File: config.mk
export PLATFORM = sky130hd
export DESIGN_NAME = envelope_adsr
export DESIGN_NICKNAME = d
export VERILOG_FILES = /design/src/rtl/synth_pkg.sv /design/src/rtl/env_step_sat.sv /design/src/rtl/envelope_adsr.sv
export SDC_FILE = /design/constraint.sdc
export NUM_CORES = 1
export LEC_CHECK = 0
export BUFFER_PORTS_ARGS = -buffer_cell sky130_fd_sc_hd__buf_2
export CAP_MARGIN = 20
export CORE_ASPECT_RATIO = 1.2
export CORE_MARGIN = 2
export CORE_UTILIZATION = 55
export DETAILED_ROUTE_END_ITERATION = 8
export HOLD_SLACK_MARGIN = 0.08
export PLACE_DENSITY = 0.81
export SYNTH_ARGS = -nofsm -noshare
export SYNTH_HDL_FRONTEND = slang
export SYNTH_HIERARCHICAL = 1
export SYNTH_SLANG_ARGS = --single-unit
File: constraint.sdc
create_clock -name clk -period 7.3 [get_ports clk]
set_input_delay 0.73 -clock clk [delete_from_list [all_inputs] [get_ports clk]]
set_output_delay 0.73 -clock clk [all_outputs]
set_load 0.02 [all_outputs]
File: src/rtl/synth_pkg.sv
// Shared definitions for the voice envelope: state encoding, full-scale level
// and the rate-to-step shifts.
package synth_pkg;

  typedef enum logic [2:0] {
    ST_IDLE,
    ST_ATTACK,
    ST_DECAY,
    ST_SUSTAIN,
    ST_RELEASE
  } env_state_t;

  localparam logic [15:0] LEVEL_MAX = 16'hFFFF;
  localparam int          ATK_SHIFT = 8;
  localparam int          DR_SHIFT  = 4;

  // (rate+1) << shift, 17 bits wide so an attack rate of 0xFF yields 0x10000.
  function automatic logic [16:0] rate_step(input logic [7:0] rate, input int shift);
    logic [16:0] base;
    base = {9'd0, rate} + 17'd1;
    return base << shift;
  endfunction

endpackage

File: src/rtl/env_step_sat.sv
// One envelope step: add or subtract with a (W+1)-bit intermediate, clamping to
// the bound and flagging when the bound was reached.
module env_step_sat #(
  parameter int W = 16
) (
  input  logic [W-1:0] level,
  input  logic [W:0]   step,
  input  logic [W-1:0] bound,
  input  logic         sub,
  output logic [W-1:0] result,
  output logic         reached
);

  logic [W:0] sum;
  logic [W:0] diff;
  logic       under;

  // NOTE: every output of a combinational block is assigned on every path, so
  // no latch can be inferred.
  always_comb begin
    sum   = {1'b0, level} + step;
    diff  = {1'b0, level} - step;
    under = step > {1'b0, level};
    if (sub) begin
      reached = under || (diff[W-1:0] <= bound);
      result  = reached ? bound : diff[W-1:0];
    end else begin
      reached = sum > {1'b0, bound};
      result  = reached ? bound : sum[W-1:0];
    end
  end

endmodule

File: src/rtl/envelope_adsr.sv
// Per-voice ADSR envelope: gate-driven five-state machine advancing on the audio
// tick, and a registered sample-by-level multiplier.
module envelope_adsr
  import synth_pkg::*;
#(
  parameter int LEVEL_W  = 16,
  parameter int SAMPLE_W = 16
) (
  input  logic                       clk,
  input  logic                       reset,
  input  logic                       gate,
  input  logic                       sample_tick,
  input  logic [7:0]                 attack_rate,
  input  logic [7:0]                 decay_rate,
  input  logic [7:0]                 sustain_level,
  input  logic [7:0]                 release_rate,
  input  logic signed [SAMPLE_W-1:0] sample_in,
  output logic signed [SAMPLE_W-1:0] sample_out,
  output logic [LEVEL_W-1:0]         env_level,
  output logic                       active
);

  env_state_t                         state;
  logic [LEVEL_W-1:0]                 level;
  logic                               gate_q;
  logic                               trig_pending;
  logic                               trig;
  logic [LEVEL_W:0]                   step;
  logic [LEVEL_W-1:0]                 bound;
  logic                               sub;
  logic [LEVEL_W-1:0]                 step_result;
  logic                               reached;
  logic [LEVEL_W-1:0]                 target;
  logic signed [SAMPLE_W+LEVEL_W:0]   product;

  assign target    = {sustain_level, 8'h00};
  assign trig      = trig_pending | (gate & ~gate_q);
  assign env_level = level;
  assign active    = (state != ST_IDLE);
  assign product   = sample_in * $signed({1'b0, level});

  always_comb begin
    step  = '0;
    bound = '0;
    sub   = 1'b1;
    case (state)
      ST_ATTACK: begin
        step  = rate_step(attack_rate, ATK_SHIFT);
        bound = LEVEL_MAX;
        sub   = 1'b0;
      end
      ST_DECAY: begin
        step  = rate_step(decay_rate, DR_SHIFT);
        bound = target;
      end
      ST_RELEASE: step = rate_step(release_rate, DR_SHIFT);
      default: ;
    endcase
  end

  env_step_sat #(.W(LEVEL_W)) u_step (
    .level   (level),
    .step    (step),
    .bound   (bound),
    .sub     (sub),
    .result  (step_result),
    .reached (reached)
  );

  // NOTE: all state here is registered with non-blocking assignments so every
  // right-hand side reads the value from before the edge.
  // NOTE: the asynchronous reset clears every register, including the trigger
  // latch, so no stale retrigger survives a mid-note reset.
  always_ff @(posedge clk or negedge reset) begin
    if (!reset) begin
      state        <= ST_IDLE;
      level        <= '0;
      sample_out   <= '0;
      gate_q       <= 1'b0;
      trig_pending <= 1'b0;
    end else begin
      gate_q     <= gate;
      sample_out <= product[SAMPLE_W+LEVEL_W-1:LEVEL_W];
      if (sample_tick) begin
        trig_pending <= 1'b0;
        // Retrigger keeps the current level (legato); stepping starts next tick.
        if (trig) begin
          state <= ST_ATTACK;
        end else if (!gate && (state == ST_ATTACK || state == ST_DECAY ||
                               state == ST_SUSTAIN)) begin
          state <= ST_RELEASE;
        end else begin
          case (state)
            ST_ATTACK: begin
              level <= step_result;
              if (reached) state <= ST_DECAY;
            end
            ST_DECAY: begin
              level <= step_result;
              if (reached) state <= ST_SUSTAIN;
            end
            ST_RELEASE: begin
              level <= step_result;
              if (reached) state <= ST_IDLE;
            end
            ST_SUSTAIN: level <= target;
            default:    level <= '0;
          endcase
        end
      end else if (gate && !gate_q) begin
        trig_pending <= 1'b1;
      end
    end
  end

endmodule
==> impl_metrics.sql <==
INSERT INTO impl_metrics (metric_group, metric, value, unit) VALUES
('detailed_routing', 'met3WireLength', '2102', 'um'),
('setup_path', 'critical_path_sink_type', 'register', ''),
('detailed_routing', 'drt-met1-wl', '13420', 'um'),
('floorplanning', 'fp.dieArea', '25800', 'um^2'),
('detailed_routing', 'route.detailed.drc', '0', ''),
('clock_network', 'tritoncts', 'yes', ''),
('synth', 'synth_seq_cells', '37', ''),
('setup_path', 'r2r-end', 'state[2]$_DFFE_PN0P_', ''),
('detailed_routing', 'drtAntennaViolNets', '0', ''),
('timing', 'max-slew-margin-rel', '37.80', '%'),
('synth', 'synth.top_cells.by_area', 'sky130_fd_sc_hd__fa_1, sky130_fd_sc_hd__ha_1, sky130_fd_sc_hd__inv_1', ''),
('setup_path', 'critPathMaxFanout', '13', ''),
('detailed_routing', 'drt_first_iter_violations', '632', ''),
('synth', 'synth_area', '13490', 'um^2'),
('clock_network', 'max-clock-path-buffers', '2', ''),
('floorplanning', 'core_area', '24050', 'um^2'),
('setup_path', 'worst_path_most_repeated_cell', 'sky130_fd_sc_hd__ha_1', ''),
('finish', 'nets', '2117', ''),
('finish', 'antenna_cells', '0', ''),
('setup_path', 'cp_data_required_time', '7.47', 'ns'),
('floorplanning', 'floorplan.die.height', '175.6', 'um'),
('setup_path', 'setup.reg_to_reg.worst_slack', '0.50', 'ns'),
('synth', 'synth_top_cell_area_share', '28.93', '%'),
('timing', 'worst_pin_slew', '0.9304', 'ns'),
('synth', 'synth_top_flop_cell', 'sky130_fd_sc_hd__dfrtp_1', ''),
('setup_path', 'slowest_delay', '0.51', 'ns'),
('job', 'max-cap-violations', '0', ''),
('run_status', 'status', 'finished, final reports clean', ''),
('timing', 'grt_setup_unrepaired', 'false', ''),
('synth', 'count_of_different_cell_masters_after_synthesis', '73', ''),
('timing', 'skew', '0.007188', 'ns'),
('clock_network', 'numCtsBuffers', '5', ''),
('detailed_routing', 'highest-signal-layer', 'met4', ''),
('timing', 'setup_viol_count_final', '0', ''),
('finish', 'final_layout_size_suffix_gt1_share', '8.129', '%'),
('grt', 'overflow', '0', ''),
('placement', 'dpl_wire_length', '31540', 'um'),
('synth', 'synth.largest_area_cell', 'sky130_fd_sc_hd__fa_1', ''),
('clock_network', 'cts-htree-levels', '2', ''),
('synth', 'async_reset_ff_share', '100.0', '%'),
('detailed_routing', 'detail_route.first_pass.iterations', '6', ''),
('setup_path', 'cp_data_arrival_time', '6.97', 'ns'),
('detailed_routing', 'met2_wirelength', '20270', 'um'),
('synth', 'post_synth_inst_count', '1605', ''),
('synth', 'number_of_synthesis_warnings', '6', ''),
('grt', 'antenna_found_initial', '0', ''),
('hold_path', 'min-delay-path-class', 'in2async', ''),
('setup_path', 'master_of_the_slowest_instance_on_the_critical_path', 'sky130_fd_sc_hd__dfrtp_1', ''),
('clock_network', 'hold_bufs_inserted_after_cts', '0', ''),
('timing', 'timing.final.max_slew_violations', '0', ''),
('setup_path', 'worstReg2RegStart', 'state[0]$_DFFE_PN0P_', ''),
('setup_path', 'worst-r2r-cell-count', '26', ''),
('placement', 'port_buffers', '84', ''),
('timing', 'layout_min_cycle_time', '6.804', 'ns'),
('setup_path', 'criticalPathCategory', 'reg2reg', ''),
('finish', 'p_r_area_growth_vs_syn', '7.400', '%'),
('detailed_routing', 'post_drt_via_cell_ratio', '5.806', ''),
('grt', 'pin_count_of_the_biggest_net_entering_global_routing', '38', ''),
('clock_network', 'clock-sinks', '37', ''),
('detailed_routing', 'drt-wirelength-per-cell', '19.17', 'um'),
('grt', 'first_pass_grt_wire_length', '62400', 'um'),
('timing', 'finalHoldViolCount', '0', ''),
('placement', 'routabilityCongestion', '0.9541', ''),
('grt', 'track_usage', '30.60', '%'),
('synth', 'synth.avg_cell_area', '8.406', 'um^2'),
('timing', 'timing.setup.tns', '0', 'ns'),
('clock_network', 'cts.repair_timing.setup_buffer_count', '0', ''),
('detailed_routing', 'routed_wl', '38210', 'um'),
('timing', 'fmax', '0.1470', 'GHz'),
('detailed_routing', 'vias', '11570', ''),
('floorplanning', 'floorplan.initialDensity', '56.10', '%'),
('timing', 'post-route-period-util', '93.21', '%'),
('synth', 'count_of_flip_flops_with_a_built_in_enable_after_synthesis', '0', ''),
('floorplanning', 'floorplan.rows', '62', ''),
('floorplanning', 'floorplan.io_pins', '85', ''),
('grt', 'via_count_of_the_first_global_routing_pass', '12300', ''),
('synth', 'synth.yosys.seq_area_share', '6.863', '%'),
('clock_network', 'clk_pin_slew_worst_paths', '0.06', 'ns'),
('setup_path', 'critPathLaunchType', 'register', ''),
('clock_network', 'clock_insertion_delay_worst_skew', '0.29', 'ns'),
('floorplanning', 'dieWidth', '147.0', 'um'),
('clock_network', 'ctsRootBufferMaster', 'sky130_fd_sc_hd__clkbuf_16', '');
[layout make-up]
cell class                 instances  area, um^2
timing repair buffer             110       615.6
tap                              320       400.4
clock buffer                       5       125.1
clock inverter                     3       68.82
sequential                        37       925.9
inverter                         297        1115
multi-input combinational       1221       11240
fill                            2149        9558
[stage by stage]
step	hold slack, ns	util [%]	instance area, um^2	instances	worst slack, ns
2_1_floorplan	0.4344	-	13530	1616	0.8866
3_3_place_gp	0.5614	59.38	14280	1985	0.4886
3_5_place_dp	0.5803	59.38	14280	1985	0.3236
4_1_cts	0.5836	60.19	14470	1993	0.2974
5_1_grt	0.6241	60.25	14490	1993	0.01849
6_report	0.5453	60.25	14490	1993	0.4960
[flip-flops by register name, indices dropped and copies added, names as in the netlist]
| name | cells |
|---|---|
| state | 3 |
| env_level | 16 |
| trig_pending | 1 |
| sample_out | 16 |
| gate_q | 1 |
[layer usage]
metal  up-vias  global-route usage, %
li1       5303                      -
met1      5646                  32.99
met2       476                  57.90
met3       147                  3.896
met4         0                  16.55
met5         -                      0
[critical path: cells and delay by family, from the launching register on]
family	cells	cell delay, ns
compound gates	10	2.83
mux	2	0.68
simple gates	6	0.93
buf+inv	3	0.51
flops	1	0.51
xor+xnor	2	0.39
fa+ha+maj	3	0.85
[cells in the final DEF (no fill, tap or decap), types with 5 or more instances in the layout]
cell type,n
sky130_fd_sc_hd__o21bai_1,7
sky130_fd_sc_hd__nand2b_1,18
sky130_fd_sc_hd__clkbuf_16,5
sky130_fd_sc_hd__o21ai_1,13
sky130_fd_sc_hd__a21oi_1,73
sky130_fd_sc_hd__nand3_1,26
sky130_fd_sc_hd__a21o_1,15
sky130_fd_sc_hd__nor3_1,20
sky130_fd_sc_hd__fa_1,195
sky130_fd_sc_hd__inv_1,294
sky130_fd_sc_hd__and2_1,114
sky130_fd_sc_hd__dfrtp_1,37
sky130_fd_sc_hd__nand4_1,11
sky130_fd_sc_hd__o31ai_1,5
sky130_fd_sc_hd__and3_1,8
sky130_fd_sc_hd__xor2_1,17
sky130_fd_sc_hd__a22o_1,8
sky130_fd_sc_hd__xnor2_1,41
sky130_fd_sc_hd__o22ai_1,5
sky130_fd_sc_hd__a221o_1,25
sky130_fd_sc_hd__ha_1,198
sky130_fd_sc_hd__a311oi_1,14
sky130_fd_sc_hd__conb_1,12
sky130_fd_sc_hd__nor2b_1,12
sky130_fd_sc_hd__nor2_1,70
sky130_fd_sc_hd__a211oi_1,5
sky130_fd_sc_hd__mux2i_1,6
sky130_fd_sc_hd__nand2_1,194
sky130_fd_sc_hd__and4_1,6
sky130_fd_sc_hd__o21a_1,6
sky130_fd_sc_hd__a31oi_1,10
sky130_fd_sc_hd__buf_2,84
sky130_fd_sc_hd__o21ai_0,28
sky130_fd_sc_hd__buf_4,26
[synth_stat cells, drive strengths merged (2+ instances only)]
cell and instances:
inv 297, o21a 6, nand3 26, xnor2 41, o21bai 7, nand2b 18
a221o 25, a31oi 11, o31ai 5, o21ai 41, nor3b 5, buf 18
dfrtp 37, a41oi 2, nand4 11, o311ai 3, clkbuf 43, a21oi 74
and2 114, and3 8, a221oi 4, fa 195, nor4 2, xor2 17
nor3 22, nor2 71, a22o 8, o22ai 5, or3 4, o41ai 3
or4 2, and4 6, a21o 15, mux2i 6, o211ai 4, nand2 194
a311oi 14, o31a 4, a211oi 5, ha 198, nor2b 13, mux2 3
[how the worst max path moves through the flow]
stage | from | end | depth (start not counted)
2_1_floorplan | state[0]$_DFFE_PN0P_ | state[2]$_DFFE_PN0P_ | 28
3_3_place_gp | state[0]$_DFFE_PN0P_ | state[2]$_DFFE_PN0P_ | 26
3_5_place_dp | state[0]$_DFFE_PN0P_ | state[2]$_DFFE_PN0P_ | 24
4_1_cts | state[0]$_DFFE_PN0P_ | state[2]$_DFFE_PN0P_ | 24
5_1_grt | state[0]$_DFFE_PN0P_ | state[2]$_DFFE_PN0P_ | 26
6_report | state[0]$_DFFE_PN0P_ | state[2]$_DFFE_PN0P_ | 26
[kinds of logic (layout without fill, tap and decap cells)]
kind of cell,after synthesis,in the layout,share of synthesized area (%)
compound gates,249,249,12.96
xor+xnor,58,58,3.765
fa+ha+maj,393,393,47.30
buf+inv,358,415,10.26
flops,37,37,6.863
mux,9,9,0.6955
other cells,1,12,0.02779
simple gates,500,500,18.14
[timing repair]
action	4_1_cts	5_1_grt
endpoints found under the setup margin	0	3
gates resized for setup	0	4
hold endpoints to repair	0	0
Power is left out: the tool's default activity adds up to more than one toggle a clock period on the data nets, which glitch-free logic cannot reach.
